$ cat config.mk
export PLATFORM = sky130hd
export DESIGN_NAME = fifo_drain
export DESIGN_NICKNAME = d
export VERILOG_FILES = /design/src/rtl/fifo_drain.sv
export SDC_FILE = /design/constraint.sdc
export NUM_CORES = 1
export LEC_CHECK = 0
export CORE_MARGIN = 8
export CORE_UTILIZATION = 52
export CTS_CLUSTER_DIAMETER = 200
export DETAILED_ROUTE_END_ITERATION = 8
export GPL_TIMING_DRIVEN = 0
export PLACE_DENSITY_LB_ADDON = 0.05
export SYNTH_ARGS = -nofsm -noshare
export SYNTH_HDL_FRONTEND = slang
export SYNTH_SLANG_ARGS = --single-unit
$ cat constraint.sdc
create_clock -name CLK -period 5.65 [get_ports CLK]
set_clock_uncertainty 0.05 [all_clocks]
set_input_delay 1.4125 -clock CLK [delete_from_list [all_inputs] [get_ports CLK]]
set_output_delay 1.4125 -clock CLK [all_outputs]
set_load 0.1 [all_outputs]
$ cat src/rtl/fifo_drain.sv
// fifo_drain: FIFO read-side consumer with a 2-entry skid buffer.
// Issues read strobes, absorbs the one-cycle read latency, streams words out.
module fifo_drain #(
  parameter int DATA_WIDTH  = 8,
  parameter int COUNT_WIDTH = 16
) (
  input  logic                   CLK,
  input  logic                   RST,
  input  logic                   enable,
  input  logic                   fifo_empty,
  input  logic [DATA_WIDTH-1:0]  fifo_rdata,
  output logic                   fifo_ren,
  output logic                   out_valid,
  output logic [DATA_WIDTH-1:0]  out_data,
  input  logic                   out_ready,
  output logic [COUNT_WIDTH-1:0] drained_count,
  output logic                   busy
);

  logic [1:0]            occ;
  logic                  pending;
  logic [DATA_WIDTH-1:0] buf0;
  logic [DATA_WIDTH-1:0] buf1;
  logic                  pop;
  logic [2:0]            level;

  assign out_valid = (occ != 2'd0);
  assign out_data  = buf0;
  assign pop       = out_valid & out_ready;
  assign busy      = out_valid | pending;

  // Occupancy once the in-flight word lands and this cycle's pop leaves.
  assign level = {1'b0, occ} + {2'b00, pending} - {2'b00, pop};

  assign fifo_ren = !RST & enable & !fifo_empty & (level < 3'd2);

  always_ff @(posedge CLK) begin
    if (RST) begin
      occ           <= 2'd0;
      pending       <= 1'b0;
      buf0          <= '0;
      buf1          <= '0;
      drained_count <= '0;
    end else begin
      pending <= fifo_ren;
      if (pop)
        drained_count <= drained_count + COUNT_WIDTH'(1);
      unique case (1'b1)
        (occ == 2'd0) && pending: begin
          buf0 <= fifo_rdata;
          occ  <= 2'd1;
        end
        (occ == 2'd1) && pending && !pop: begin
          buf1 <= fifo_rdata;
          occ  <= 2'd2;
        end
        (occ == 2'd1) && pending && pop: begin
          buf0 <= fifo_rdata;
        end
        (occ == 2'd1) && !pending && pop: begin
          occ <= 2'd0;
        end
        (occ == 2'd2) && !pending && pop: begin
          buf0 <= buf1;
          occ  <= 2'd1;
        end
        (occ == 2'd2) && pending && pop: begin
          buf0 <= buf1;
          buf1 <= fifo_rdata;
        end
        default: ;
      endcase
    end
  end

endmodule

==> impl_results.md <==
- Seq cells post-synth: 35
- Hold Vio Cnt, Final: 0
- Worst setup margin: 0.2473 ns
- PortBufs: 38
- Fmax: 185.1 MHz
- Post-route ant nets: 0
- Vias: 1400
- Gate Count Post-Synth: 176
- Routed len/inst: 14.15 um
- TritonCTS clock tree: yes
- Final setup vio count: 0
- Total Power: ~0.53 mW
- Vias in the first global route: 1407
- Die H: roughly 72 um
- R2R setup slack: 3.47 ns
- Largest net degree at the start of global routing: 13
- Reg2reg start: occ[1]$_SDFFE_PP0P_
- Crit path to: fifo_ren
- Reg2Reg Depth: 7
- GRT busiest layer: met2
- H-tree levels: 2
- Share of cells above drive strength 1: 10.81%
- Status: completed
- Clock-pin slew on the worst setup and hold paths: 0.12 ns
- Buf/Inv on CP: 3
- Inst Count DP: around 260
- Crit path max fanout: 9
- Slew Limit Headroom: about a third
- Worst Setup Path Type: input pin to primary output
- Core area: a little over 3000 um^2
- Arrival @ worst endpoint: a little under 4 ns
- Critical Path RT: ~4.2 ns
- Layout Cells excl Fill: around 270
- Global route overflow: 0
- Peak VDD IR: 0.1474 mV
- CP max stage delay: 0.88 ns
- R2r endpoint: pending$_SDFF_PP0_
- Slowest CP cell: dlygate4sd2_1
- Maxcap violations: 0
- Placed Area: 2110 um^2
- Synth Warn #: 0
- Synth Flop Type: dfxtp_1
- RSZ-0062 raised after global routing: false
- Filler cells: 254
- Worst skew pair latency: 0.34 ns
- Pins Over Slew Limit: 0
- Starting Density: between 50 and 60%
- Full die area: 5254 um^2
- Final Instance Area: 2190 um^2
- Largest cells by area after synthesis: dfxtp_1, mux2i_1, nor2_1, a211oi_1, xor2_1
- Place WS: -0.05898 ns
- Netlist area before placement: 1659 um^2
- Min Tclk post-route: 5.403 ns
- WP depth: 9
- Iter 0 DRT Violations: 41
- Distinct cells, synth: 42
- CTS max path bufs: 2
- I/O pin cnt: 40
- Most frequent cells in the layout: clkdlybuf4s50_1, dfxtp_1, nor2_1
- Endpoint class of the critical path: primary output
- First-pass GRT wire length: 6265 um
- Avg Inst Size Synth: about 9.4 um^2
- Cell Rows: 20
- Synth top area share: a little over two fifths
- Antenna Diode Count: 0
- Die Span X: 72.49 um
- Pwr Density: 241.4 nW/um^2
- Vias/cell: ~5.3
- M1 GR Usage: 15.82%
- Ys async rst share: 0%
- Min-delay worst type: flip-flop to flip-flop
- CP cell instances: buf_4 -> o21a_1 -> buf_2 -> ha_1 -> nand2b_1 -> fa_1 -> nand2_1 -> nor4_4 -> dlygate4sd2_1
- DRT Pass-1 Iters: 4
- Syn-to-layout area delta: 31.98%
- Seq/Total Area, Yosys: 42.23%
- Total CTS buffers: 5
- Post-DP HPWL: about 2800 um
- Leakage: roughly 0.9 nW
- Cell accounting for the most synthesized area: dfxtp_1
- Syn_nets: 192
- Most common cell after layout, fill and taps aside: clkdlybuf4s50_1
- Number of flops mapped to enable cells by yosys: 0
- Fin nets: 237
- Final Cycle Share: between 90% and 100%
- Crit. Startpoint: out_ready
- GR Util met2: 24.97%
- Fin Hold WS: 0.4569 ns
- Setup repair bufs after CTS: 0
- DRC: 0
- GRT Overall Usage: 14.99%
- Slew at the pin closest to its max-slew limit: 0.9945 ns
- Clock sinks: 35
- Worst setup SP type: input pin
- Global Route met3 Usage: under 10%
- Routability cong.: 0.7675
- Post-Route WL: around 3800 um
- Initial antenna violation count: 0
- CTS root buffer: clkbuf_4
- Cell family with most CP delay: buffers and inverters
-- how the worst min path moves through the flow --
stage                        startpoint                        to  depth (start not counted)
2_1_floorplan      buf1[0]$_SDFFE_PP0P_      buf1[0]$_SDFFE_PP0P_                          2
3_3_place_gp       buf1[0]$_SDFFE_PP0P_      buf1[0]$_SDFFE_PP0P_                          2
3_5_place_dp       buf1[4]$_SDFFE_PP0P_      buf1[4]$_SDFFE_PP0P_                          2
4_1_cts        out_data[1]$_SDFFE_PP0P_  out_data[1]$_SDFFE_PP0P_                          2
5_1_grt        out_data[7]$_SDFFE_PP0P_  out_data[7]$_SDFFE_PP0P_                          2
6_report       out_data[1]$_SDFFE_PP0P_  out_data[1]$_SDFFE_PP0P_                          2
-- metrics by stage --
stage	TNS, ns	util (%)
6_report	0	71.72
2_1_floorplan	0	-
4_1_cts	0	71.72
5_1_grt	0	71.72
3_3_place_gp	-0.01666	69.10
3_5_place_dp	-0.05898	69.10
-- cell type report --
class / instances / area, um^2 / share of cell area (%)
clock buffer: 5 / 37.54 / 1.714
inverter: 1 / 3.754 / 0.1714
sequential: 35 / 700.7 / 32.00
clock inverter: 3 / 43.79 / 2.000
buffer: 11 / 70.07 / 3.200
tap: 44 / 55.05 / 2.514
multi-input combinational: 129 / 899.6 / 41.09
timing repair buffer: 38 / 379.1 / 17.31
-- cells by family (layout without fill, tap and decap cells) --
logic type	after synthesis	count (layout)	synth area share (%)
AO/OA/AOI/OAI	24	24	9.653
flip-flops	35	35	42.23
buffers and inverters	12	58	4.449
AND/OR/NAND/NOR	71	71	22.93
multiplexers	20	20	12.22
adder cells (fa/ha/maj)	3	3	2.715
XOR/XNOR	11	11	5.807
-- per-layer routing --
layer,part of all wire (%),vias up
met5,0,-
met4,0.90,0
met3,7.8,4
met2,47,33
met1,44,653
li1,-,710
-- power by group --
part / switching, mW / total, mW / internal [mW]
sequential: 0.00320 / 0.255 / 0.252
combinational: 0.0636 / 0.0906 / 0.0270
clock: 0.0895 / 0.183 / 0.0931
-- worst reg2reg max path: cells and delay by family (launching register included) --
family / cells / cell delay, ns
adder cells (fa/ha/maj): 2 / 0.74
AND/OR/NAND/NOR: 3 / 0.47
buffers and inverters: 1 / 0.20
AO/OA/AOI/OAI: 1 / 0.14
flip-flops: 1 / 0.49
-- Yosys cell counts, drive strengths merged (2+ instances only) --
cell    count
dfxtp      35
nor2       32
mux2i      18
a211oi      8
buf         7
nand4       7
a21oi       6
xor2        6
xnor2       5
clkbuf      4
nor3        4
o21ai       4
and3        3
nand2       3
nand2b      3
nand3       3
nor2b       3
nor4        3
ha          2
mux2        2
nand3b      2
o211ai      2
or3         2
-- what timing repair did --
item / in CTS / in global routing
hold endpoints to repair: 0 / 0
resized for setup: 1 / 0
endpoints found under the setup margin: 1 / 0
hold buffers: 0 / 0
-- flip-flops by register name, indices dropped and copies added (netlist names) --
register / count
occ: 2
buf1: 8
drained_count: 16
out_data: 8
pending: 1
Note: power is estimated with default switching activity, not from simulation.
